===== src/rtl/fetch_ctrl_pkg.sv =====
// Shared types and constants for the fetch sequencer and its slot splitter.
package fetch_ctrl_pkg;

  typedef logic [63:0] addr_t;
  typedef logic [31:0] inst_t;

  typedef enum logic [1:0] {StIdle, StReq, StWait, StDrop} fetch_state_e;

  localparam int unsigned FETCH_BYTES = 8;

endpackage


===== src/rtl/fetch_ctrl_if.sv =====
// I-cache request/response bus between the fetch sequencer (master) and the I-cache (slave).
interface fetch_ctrl_if;
  import fetch_ctrl_pkg::*;

  logic        icache_req;
  addr_t       icache_addr;
  logic        icache_gnt;
  logic        icache_rvalid;
  logic [63:0] icache_rdata;

  modport master (
    output icache_req,
    output icache_addr,
    input  icache_gnt,
    input  icache_rvalid,
    input  icache_rdata
  );

  modport slave (
    input  icache_req,
    input  icache_addr,
    output icache_gnt,
    output icache_rvalid,
    output icache_rdata
  );

endinterface


===== src/rtl/fetch_slot_split.sv =====
// Splits one 8-byte I-cache response into two instruction slots and reports the PC advance.
module fetch_slot_split
  import fetch_ctrl_pkg::*;
(
  input  addr_t       req_pc_i,
  input  logic [63:0] rdata_i,
  input  logic        kill_i,
  output logic        inst_valid1_o,
  output logic        inst_valid2_o,
  output inst_t       inst_data1_o,
  output inst_t       inst_data2_o,
  output logic [3:0]  pc_incr_o
);

  logic upper;
  logic unused_pc;

  assign upper     = req_pc_i[2];
  assign unused_pc = ^{req_pc_i[63:3], req_pc_i[1:0]};

  always_comb begin
    inst_valid1_o = 1'b0;
    inst_valid2_o = 1'b0;
    inst_data1_o  = '0;
    inst_data2_o  = '0;
    pc_incr_o     = upper ? 4'(FETCH_BYTES / 2) : 4'(FETCH_BYTES);
    if (!kill_i) begin
      // A PC in the upper word leaves only the high instruction of the packet usable.
      inst_valid1_o = 1'b1;
      inst_valid2_o = !upper;
      inst_data1_o  = upper ? rdata_i[63:32] : rdata_i[31:0];
      inst_data2_o  = upper ? '0 : rdata_i[63:32];
    end
  end

endmodule


===== src/rtl/fetch_ctrl.sv =====
// Fetch sequencer: owns the fetch PC, issues one aligned I-cache request at a time and applies
// redirects. Define FETCH_PERF_CNT_EN to add fetched-packet and stall-cycle counters.
module fetch_ctrl
  import fetch_ctrl_pkg::*;
#(
  parameter addr_t       RESET_PC = 64'h8000_0000,
  parameter int unsigned FIFO_CNT = 16
) (
  input  logic                          clk,
  input  logic                          rst,
  input  logic                          redirect_valid,
  input  addr_t                         redirect_pc,
  input  logic [$clog2(FIFO_CNT+1)-1:0] fifo_room,
  fetch_ctrl_if.master                  ic_bus,
  output addr_t                         fetch_pc,
  output logic                          inst_valid1,
  output logic                          inst_valid2,
  output inst_t                         inst_data1,
  output inst_t                         inst_data2,
  output logic                          flush_id
`ifdef FETCH_PERF_CNT_EN
  ,
  output logic [63:0]                   perf_fetch_pkts,
  output logic [63:0]                   perf_stall_cycles
`endif
);

  fetch_state_e state_q, state_d;
  addr_t        pc_q, pc_d;
  addr_t        req_pc_q, req_pc_d;
  logic         req_q, req_d;
  addr_t        redir_pc;
  logic         kill;
  logic         room_ok;
  logic [3:0]   pc_incr;
  logic         unused_redir;

  assign redir_pc     = {redirect_pc[63:2], 2'b00};
  assign unused_redir = ^redirect_pc[1:0];
  assign room_ok      = 32'(fifo_room) >= 32'd2;
  assign flush_id     = redirect_valid;
  assign fetch_pc     = req_pc_q;

  assign ic_bus.icache_req  = req_q;
  assign ic_bus.icache_addr = {pc_q[63:3], 3'b000};

  // Stale responses (DROP) and responses coinciding with a redirect are consumed silently.
  assign kill = !(state_q == StWait && ic_bus.icache_rvalid && !redirect_valid);

  fetch_slot_split u_split (
    .req_pc_i      (req_pc_q),
    .rdata_i       (ic_bus.icache_rdata),
    .kill_i        (kill),
    .inst_valid1_o (inst_valid1),
    .inst_valid2_o (inst_valid2),
    .inst_data1_o  (inst_data1),
    .inst_data2_o  (inst_data2),
    .pc_incr_o     (pc_incr)
  );

  always_comb begin
    state_d  = state_q;
    pc_d     = pc_q;
    req_pc_d = req_pc_q;
    unique case (state_q)
      StIdle: if (!redirect_valid && room_ok) state_d = StReq;
      StReq: begin
        if (ic_bus.icache_gnt) begin
          req_pc_d = pc_q;
          state_d  = redirect_valid ? StDrop : StWait;
        end else if (redirect_valid) begin
          state_d = StIdle;
        end
      end
      StWait: begin
        if (ic_bus.icache_rvalid) begin
          state_d = StIdle;
          pc_d    = req_pc_q + addr_t'(pc_incr);
        end else if (redirect_valid) begin
          state_d = StDrop;
        end
      end
      StDrop: if (ic_bus.icache_rvalid) state_d = StIdle;
      default: state_d = StIdle;
    endcase
    if (redirect_valid) pc_d = redir_pc;
    req_d = (state_d == StReq);
  end

  always_ff @(posedge clk) begin
    if (rst) begin
      state_q  <= StIdle;
      pc_q     <= RESET_PC;
      req_pc_q <= RESET_PC;
      req_q    <= 1'b0;
    end else begin
      state_q  <= state_d;
      pc_q     <= pc_d;
      req_pc_q <= req_pc_d;
      req_q    <= req_d;
    end
  end

`ifdef FETCH_PERF_CNT_EN
  logic [63:0] pkts_q, pkts_d;
  logic [63:0] stall_q, stall_d;

  always_comb begin
    pkts_d  = pkts_q + 64'(inst_valid1);
    stall_d = stall_q + 64'(state_q == StIdle && !room_ok);
  end

  always_ff @(posedge clk) begin
    if (rst) begin
      pkts_q  <= '0;
      stall_q <= '0;
    end else begin
      pkts_q  <= pkts_d;
      stall_q <= stall_d;
    end
  end

  assign perf_fetch_pkts   = pkts_q;
  assign perf_stall_cycles = stall_q;
`endif

endmodule

===== src/flat_wrapper.sv =====
// flat-port wrapper written by rule: the top's interface ports become plain ports
module fetch_ctrl_flat import fetch_ctrl_pkg::*;
#(
  parameter addr_t       RESET_PC = 64'h8000_0000,
  parameter int unsigned FIFO_CNT = 16
)
  (clk, rst, redirect_valid, redirect_pc, fifo_room, fetch_pc, inst_valid1, inst_valid2, inst_data1, inst_data2, flush_id, ic_bus_icache_req, ic_bus_icache_addr, ic_bus_icache_gnt, ic_bus_icache_rvalid, ic_bus_icache_rdata);
  fetch_ctrl_if ic_bus_i ();
  input  logic clk;
  input  logic rst;
  input  logic redirect_valid;
  input  addr_t redirect_pc;
  input  logic [$clog2(FIFO_CNT+1)-1:0] fifo_room;
  output addr_t fetch_pc;
  output logic inst_valid1;
  output logic inst_valid2;
  output inst_t inst_data1;
  output inst_t inst_data2;
  output logic flush_id;
  output wire logic [$bits(ic_bus_i.icache_req)-1:0] ic_bus_icache_req;
  output wire logic [$bits(ic_bus_i.icache_addr)-1:0] ic_bus_icache_addr;
  input wire logic [$bits(ic_bus_i.icache_gnt)-1:0] ic_bus_icache_gnt;
  input wire logic [$bits(ic_bus_i.icache_rvalid)-1:0] ic_bus_icache_rvalid;
  input wire logic [$bits(ic_bus_i.icache_rdata)-1:0] ic_bus_icache_rdata;
  assign ic_bus_icache_req = ic_bus_i.icache_req;
  assign ic_bus_icache_addr = ic_bus_i.icache_addr;
  assign ic_bus_i.icache_gnt = ic_bus_icache_gnt;
  assign ic_bus_i.icache_rvalid = ic_bus_icache_rvalid;
  assign ic_bus_i.icache_rdata = ic_bus_icache_rdata;
  fetch_ctrl #(.RESET_PC(RESET_PC), .FIFO_CNT(FIFO_CNT)) u_core (.clk(clk), .rst(rst), .redirect_valid(redirect_valid), .redirect_pc(redirect_pc), .fifo_room(fifo_room), .ic_bus(ic_bus_i), .fetch_pc(fetch_pc), .inst_valid1(inst_valid1), .inst_valid2(inst_valid2), .inst_data1(inst_data1), .inst_data2(inst_data2), .flush_id(flush_id));
endmodule

===== config.mk =====
export PLATFORM = sky130hd
export DESIGN_NAME = fetch_ctrl_flat
export DESIGN_NICKNAME = d
export VERILOG_FILES = /design/src/rtl/fetch_ctrl_pkg.sv /design/src/rtl/fetch_ctrl_if.sv /design/src/rtl/fetch_slot_split.sv /design/src/rtl/fetch_ctrl.sv /design/src/flat_wrapper.sv
export SDC_FILE = /design/constraint.sdc
export NUM_CORES = 1
export LEC_CHECK = 0
export CAP_MARGIN = 20
export CORE_MARGIN = 3
export CORE_UTILIZATION = 31
export DETAILED_ROUTE_END_ITERATION = 8
export PLACE_DENSITY = 0.66
export SLEW_MARGIN = 10
export SYNTH_ARGS = -nofsm -noshare
export SYNTH_HDL_FRONTEND = slang
export SYNTH_SLANG_ARGS = --single-unit

===== constraint.sdc =====
create_clock -name clk -period 3.45 [get_ports clk]
set_clock_uncertainty 0.05 [all_clocks]
set_input_delay 0.345 -clock clk [delete_from_list [all_inputs] [get_ports clk]]
set_output_delay 0.345 -clock clk [all_outputs]
set_load 0.1 [all_outputs]

Word-level counts from Yosys, hierarchy flattened

Cells that the tools add are included.

Input bits: 138
Output and inout port bits: 196
Register bits: 131

Eq/ne operators: 4
$add $sub $neg: 1
Reductions and logical operators: 12
Muxes and demuxes: 18
$lt $le $gt $ge: 1

Operators with widths:

| cell                                                              | count |
|---|---|
| 2-to-1 mux 64 bit                                                 | 3 |
| 2-to-1 mux 32 bit                                                 | 4 |
| adder 64 x 4 -> 64 bit                                            | 1 |
| 2-to-1 mux 2 bit                                                  | 6 |
| one-hot mux 2 bit (4 select lines)                                | 1 |
| AND reduction 2 bit                                               | 3 |
| greater-or-equal comparator 5 x 2 -> 1 bit, second input constant | 1 |
| == test 2 x 1 -> 1 bit, second input constant                     | 2 |
| == test 2 bit, second input constant                              | 2 |
| 2-to-1 mux 4 bit                                                  | 1 |
| nonzero test 2 bit                                                | 2 |
| logical AND 1 bit                                                 | 3 |
| 2-to-1 mux 1 bit                                                  | 3 |
| zero test 1 bit                                                   | 2 |
| zero test 2 bit                                                   | 1 |
| OR reduction 2 bit                                                | 1 |

Depth between registers and ports, before layout

Gate-level depths: netlist (run 1).

Depth in word-level cells: 5
Mapped depth: 11
Mapped depth without buffers: 8

By module

Synthesis (run 1) repeated with hierarchy kept, for this count alone.

Cell total of the unflattened synthesis: 1066
Area, all modules: 7912.6 µm²

By module, submodules not included:

| module           | times used | area an instance (µm²) | seq. area each (µm²) | cells each |
|---|---|---|---|---|
| fetch_ctrl       | 1          | 7093.1                 | 2622.5               | 952 |
| fetch_slot_split | 1          | 819.5                  | 0.0                  | 114 |

Worst setup path before layout (run 1)

No wires, ideal clock.

Path type: register to output
From: register u_core.req_pc_q[2], in the netlist u_core.fetch_pc[2]
To: output port inst_data1[13]
Buffers on the path: 2
Arrival time: 3.192 ns
Cell stages (with the launch flop): 5
Path slack: -0.137 ns
Cell sequence: dfxtp_1 -> buf_2 -> clkbuf_1 -> mux2i_1 -> nor2_1

Word-level cells in the longest chain between the ends: 2

RTL lines:

| what                   | line                   | source |
|---|---|---|
| start, declared        | fetch_ctrl.sv:30       | `addr_t req_pc_q, req_pc_d;` |
| start signal, assigned | fetch_ctrl.sv:99       | `req_pc_q <= req_pc_d;` |
| 2-to-1 mux 32 bit      | fetch_slot_split.sv:31 | `inst_data1_o = upper ? rdata_i[63:32] : rdata_i[31:0];` |
| 2-to-1 mux 32 bit      | fetch_slot_split.sv:27 | `if (!kill_i) begin` |
| end, declared          | flat_wrapper.sv:17     | `output inst_t inst_data1;` |

Every way passes these cells.

Worst setup path after layout (run 1)

From: register u_core.req_pc_q[2], in the netlist u_core.fetch_pc[2]
To: register u_core.pc_q[35]

Word-level cells in the longest chain between the ends: 5

RTL lines:

| what                     | line                   | source |
|---|---|---|
| 2-to-1 mux 4 bit         | fetch_slot_split.sv:26 | `pc_incr_o = upper ? 4'(FETCH_BYTES / 2) : 4'(FETCH_BYTES);` |
| adder 64 x 4 -> 64 bit * | fetch_ctrl.sv:78       | `pc_d = req_pc_q + addr_t'(pc_incr);` |
| 2-to-1 mux 64 bit *      | fetch_ctrl.sv:76       | `if (ic_bus.icache_rvalid) begin` |
| 2-to-1 mux 64 bit *      | fetch_ctrl.sv:65       | `unique case (state_q)` |
| 2-to-1 mux 64 bit *      | fetch_ctrl.sv:86       | `if (redirect_valid) pc_d = redir_pc;` |
| end signal, assigned     | fetch_ctrl.sv:98       | `pc_q <= pc_d;` |
| end, declared            | fetch_ctrl.sv:29       | `addr_t pc_q, pc_d;` |

Every way passes the cells marked *; elsewhere a longest branch is shown, timed or not. The select of a mux whose other input is x is not followed.
A chain may end at the register's enable or synchronous reset.

==> metrics.txt, run 1 <==
status finished clean; post-route ant nets 0; worst path cell trace inv_1, ha_1, a21o_2, nand4_1, buf_4, nor4_1, nand4_1, xor2_1, o22ai_1; # port buffers 327; WL final around 28000 um; critical path's most frequent cell nand4_1; setup tns final 0 ps; H-tree levels 4; total track usage 0.208; initial core utilization 0.319; R2R depth 9; count of cell types in the netlist 57; fin crit period about 2900 ps; via count roughly 7900; Fmax 351 MHz; top cell type's share of synthesized area 0.346; CTS tree done; total gr overflow 0; multi-input logic area 0.00417 sq mm; most frequent cell after synthesis nand2_1; vias per inst ~5; clock transition at the registers of the reported paths about 60 ps; post-synthesis cell count just over 1000; crit path from u_core.fetch_pc[2]$_SDFFE_PP0P_; Num CTS Buffers 17; fraction of layout cells with a size suffix above 1 0.124; routed len/inst between 15 and 20 um; crit path capture u_core.pc_q[35]$_SDFFE_PP0P_; Post-synth ARST share 0; maxcap violations 0; critical path's slowest cell dfxtp_2; setup violators final 0; Synth Register Bits ~130; cts hold-fix bufs 0; Hold Fails Final Rpt 0; routability cong. between 0.7 and 0.8; Largest delay share family, worst path simple AND/OR/NAND/NOR gates; CTS root buf clkbuf_16; Leakage around 4.1 nW; number of flops mapped to enable cells by yosys 0; first-pass GRT wire length 43400 um; CTS resizes 0; drt pass-1 iters 4; top post-synthesis cells by count nand2_1, dfxtp_1, a21oi_1, nor2_1, buf_4; Num Clock Sinks 131; RSZ-0062 raised after global routing false; cell row count 56; FF-to-FF End u_core.pc_q[35]$_SDFFE_PP0P_; Final Max Tran Viols 0; top cells by area, synth dfxtp_1, nand2_1, a21oi_1; CP Data Arrival Time 3080 ps; Die Wd 162 um; Core Region 0.0238 sq mm; startpoint types flop; post-synthesis sequential area ratio 0.346; syn_area_per_cell 7.31 sq um; pwr dens 375 mW/mm^2; worst slew pin tran 1030 ps; hpwl dp approximately 20000 um; area grow syn2layout 57.3%; DRC 0; synthesized area about 0.0076 sq mm; Max FO, Critical Path 15; final worst path period share 0.827; Rel. slew slack 0.309; Yosys top cell by area dfxtp_1; Synth Flop Type dfxtp_1; I/O pin total between 300 and 400; CP Class reg -> reg; R2R Path Start u_core.fetch_pc[2]$_SDFFE_PP0P_; antenna violations before repair 1; # diodes 0; Iter 0 DRT Violations 527; # Post-CTS Setup Buffers 0; WP buf/inv 2; slack of the worst reg-to-reg path 600 ps; Clock Latency Late Sink approximately 420 ps; largest stage delay on the critical path 590 ps; NumNets Final 1407; critical path capture point type flop; Tightest Hold Check Type in -> reg; VDD IR max between 0.2 and 0.3 mV; FF+latch area ~0.0026 sq mm; number of global-route vias before repair 7466; die area 0.0263 sq mm; Die Y roughly 160 um; Crit path depth 9; largest net degree at the start of global routing 80; Req. time, crit path ~3700 ps; Filler cells between 2000 and 2500; Yosys warnings 0; CTS Buffer Depth 2; Util after Layout 0.502
==> metal layers <==
metal / GRT usage / routed length (um) / part of all wire
met2: 0.325 / 13200 / 0.47
met5: 0 / 13 / 0.00046
met4: 0.0520 / 380 / 0.013
met3: 0.0400 / 1560 / 0.055
met1: 0.296 / 13200 / 0.46
==> state kept, by name, summed over array words and instances (netlist names) <==
register / count
u_core.ic_bus.icache_req: 1
u_core.state_q: 2
u_core.pc_q: 64
u_core.fetch_pc: 64
==> power by group <==
group	internal (mW)	switching, mW
sequential	1.57	0.0582
clock	1.10	0.714
combinational	0.332	0.698
total	3.00	1.47
==> area by class of cell <==
class / instances / area share
sequential: 131 / 0.220
clock inverter: 12 / 0.0111
clock buffer: 19 / 0.0380
multi-input combinational: 759 / 0.350
tap: 319 / 0.0335
timing repair buffer: 345 / 0.343
inverter: 13 / 0.00410
==> cells in the final DEF (no fill, tap or decap), drive strengths merged, types with 3 or more instances in the layout <==
cell / netlist / routed
nor3: 23 / 23
nand2: 207 / 207
and4: 7 / 7
dfxtp: 131 / 131
nand3: 19 / 19
nand4: 16 / 16
or2: 3 / 3
and3: 40 / 40
clkdlybuf4s50: 0 / 254
buf: 77 / 91
conb: 1 / 3
a211o: 5 / 5
o31a: 3 / 3
nor3b: 5 / 5
a211oi: 8 / 8
nor2: 117 / 117
o21a: 4 / 4
clkinvlp: 0 / 3
or3: 4 / 4
inv: 13 / 14
xnor2: 30 / 30
a21oi: 123 / 123
clkbuf: 58 / 19
o21ai: 21 / 21
nor4: 10 / 10
o22ai: 27 / 27
xor2: 21 / 21
mux2i: 33 / 33
clkinv: 0 / 6
nor2b: 3 / 3
and2: 3 / 3
==> metrics by stage <==
step | total power, mW | instances | hold slack, ps | cell area (sq um) | setup WS [ps]
finish | 4.47 | 1598 | 270 | 11900 | 598
global route | 4.64 | 1598 | 274 | 11900 | 344
CTS | 4.52 | 1598 | 258 | 11900 | 600
detailed placement | 2.69 | 1567 | 397 | 11300 | 638
global placement | 2.69 | 1567 | 389 | 11300 | 657
floorplan | 2.38 | 1038 | 375 | 7630 | 0.965
==> how the worst min path moves through the flow <==
| stage | start | end | slack, ps | cells past startpoint |
|---|---|---|---|---|
| finish | rst | u_core.state_q[1]$_SDFF_PP0_ | 270 | 2 |
| global route | rst | u_core.state_q[1]$_SDFF_PP0_ | 270 | 2 |
| CTS | rst | u_core.state_q[1]$_SDFF_PP0_ | 260 | 2 |
| detailed placement | u_core.pc_q[0]$_SDFFE_PP0P_ | u_core.fetch_pc[0]$_SDFFE_PP0P_ | 400 | 2 |
| global placement | u_core.pc_q[0]$_SDFFE_PP0P_ | u_core.fetch_pc[0]$_SDFFE_PP0P_ | 390 | 2 |
| floorplan | u_core.pc_q[2]$_SDFFE_PP0P_ | u_core.fetch_pc[2]$_SDFFE_PP0P_ | 370 | 2 |
==> kinds of logic (layout without fill, tap and decap cells) <==
kind of cell	after synthesis	in the layout	synth area share
multiplexers	33	33	0.0436
flip-flops	131	131	0.346
XOR/XNOR	51	51	0.0590
AO/OA/AOI/OAI	208	208	0.159
AND/OR/NAND/NOR	462	462	0.277
adder cells (fa/ha/maj)	2	2	0.00330
other	1	3	0.000495
buffers and inverters	148	389	0.112
No activity file was read; power rests on OpenSTA's default activity.
==> run 2: changes to the inputs <==
PLACE_DENSITY = 0.69   (was 0.66)
clock period = 2.45 ns   (was 3.45 ns; I/O delays follow)
==> run 2 against run 1 <==
Global-route usage rose by 0.094 points. Non-clock buffer count increased by 12. Critical path depth fell by 4. Register-to-register slack lost 430 ps. Sequential share of layout area increased by 0.51 points. Die area stayed put. Final area increased by 0.36%. Wire length is 1.6% higher. Clock power up 46%. Via count increased by 1.6%.
==> metrics.txt, run 2 (synthesis gave the netlist of run 1 again) <==
commonest non-fill, non-tap cell in the layout nand2_1; antenna violations before repair 0; total track usage 0.209; # port buffers approximately 330; CTS tree done; largest stage delay on the critical path ~360 ps; post-route cell area 0.0120 sq mm; via count 8037; Core Region 0.0238 sq mm; hold-critical path depth 2; Iter 0 DRT Violations around 600; first-pass GRT wire length 43800 um; H-tree levels 4; fin crit period roughly 2400 ps; initial core utilization 0.319; # Post-CTS Setup Buffers 0; cell row count 56; post-route total power between 6 and 7 mW; FF-to-FF End u_core.pc_q[41]$_SDFFE_PP0P_; CP Class reg -> out; CTS Buffer Depth 2; Num Clock Sinks about 130; Req. time, crit path around 2200 ps; routed len/inst about 18 um; Area after DPL about 0.011 sq mm; die area roughly 0.026 sq mm; final worst slack around 81 ps; # diodes 0; Place WS 129 ps; NumNets Final roughly 1400; Hold Fails Final Rpt 0; hold path endpoint u_core.pc_q[12]$_SDFFE_PP0P_; routability cong. just under 0.8; slack of the worst reg-to-reg path 170 ps; drt pass-1 iters 5; Rel. slew slack 0.602; startpoint types flop; Final Max Tran Viols 0; largest net degree at the start of global routing roughly 120; number of global-route vias before repair 7670; CTS root buf clkbuf_16; Leakage roughly 4.5 nW; total gr overflow 0; DRC 0; status finished clean; Max FO, Critical Path 34; Die Wd roughly 160 um; Util after Layout 0.503; worst path cell trace nand3b_1, or2_2, buf_4, nor2_1, buf_12; maxcap violations 0; post-route ant nets 0; vias per inst approximately 5; Tightest Hold Check Type in -> reg; Num CTS Buffers 17; critical path capture point type output port; pwr dens about 530 mW/mm^2; area grow syn2layout 57.9%; fraction of layout cells with a size suffix above 1 0.299; Clock Latency Late Sink around 410 ps; WL final approximately 29000 um; R2R Path Start u_core.fetch_pc[23]$_SDFFE_PP0P_; Die Y around 160 um; VDD IR max roughly 0.38 mV; final worst path period share 0.967; clock transition at the registers of the reported paths approximately 60 ps; setup violators final 0; RSZ-0062 raised after global routing true; hpwl dp ~21000 um; CP Data Arrival Time approximately 2100 ps; I/O pin total 334; R2R depth 7; Worst Min Path Start rst; commonest non-fill, non-tap cells in the layout nand2_1, buf_4, clkdlybuf4s50_1, a21oi_1, nor2_1; worst slew pin tran between 500 and 600 ps; Fmax approximately 420 MHz; critical path's slowest cell dfxtp_1
[run 2: final cells by class]
cell class,count,area (sq um)
Clock buffer,19,453
Tap cell,319,399
Inverter,13,51.3
Timing Repair Buffer,357,3910
Clock inverter,13,154
Fill cell,2262,11800
Sequential cell,131,2690
Multi-Input combinational cell,759,4300
[run 2: where the power goes]
| group | internal, mW | total [mW] | leakage, nW | switching (mW) |
|---|---|---|---|---|
| Sequential | 2.21 | 2.29 | 1.09 | 0.0814 |
| Combinational | 0.451 | 1.44 | 3.05 | 0.991 |
| Clock | 1.65 | 2.64 | 0.304 | 0.986 |
| Total | 4.31 | 6.37 | 4.45 | 2.06 |
[run 2: per-stage QoR]
| step | cells | setup TNS, ps | hold WS (ps) |
|---|---|---|---|
| global route | 1611 | -134 | 142 |
| finish | 1611 | 0 | 155 |
| CTS | 1611 | 0 | 132 |
| global placement | 1579 | 0 | 388 |
| floorplan | 1038 | -4920 | 304 |
| detailed placement | 1579 | 0 | 390 |
[run 2: worst max-delay path, delay by kind of cell, from the launching register on]
kind,cells,cell delay [ps]
simple gates,3,770
buf+inv,2,510
flops,1,360
[run 2: worst max-delay path by stage]
stage | slack, ps | startpoint | to
floorplan | -430 | u_core.state_q[0]$_SDFF_PP0_ | inst_data1[12]
global placement | 200 | ic_bus_icache_rvalid | inst_data1[0]
detailed placement | 130 | ic_bus_icache_rvalid | inst_data1[21]
CTS | 4 | u_core.state_q[0]$_SDFF_PP0_ | inst_data1[21]
global route | -30 | u_core.state_q[0]$_SDFF_PP0_ | inst_data1[12]
finish | 80 | u_core.state_q[0]$_SDFF_PP0_ | inst_data1[9]
[run 2: repair_timing]
action,4_1_cts,5_1_grt
setup endpoints to repair,0,11
resized for setup,0,4
hold buffers,0,0
[run 2: metal layers]
metal | wire [um] | up-vias | track usage
met2 | 13700 | 298 | 0.332
met4 | 351 | 0 | 0.0523
met1 | 12800 | 3746 | 0.289
li1 | - | 3970 | -
met3 | 1970 | 23 | 0.0454
met5 | 0 | - | 0
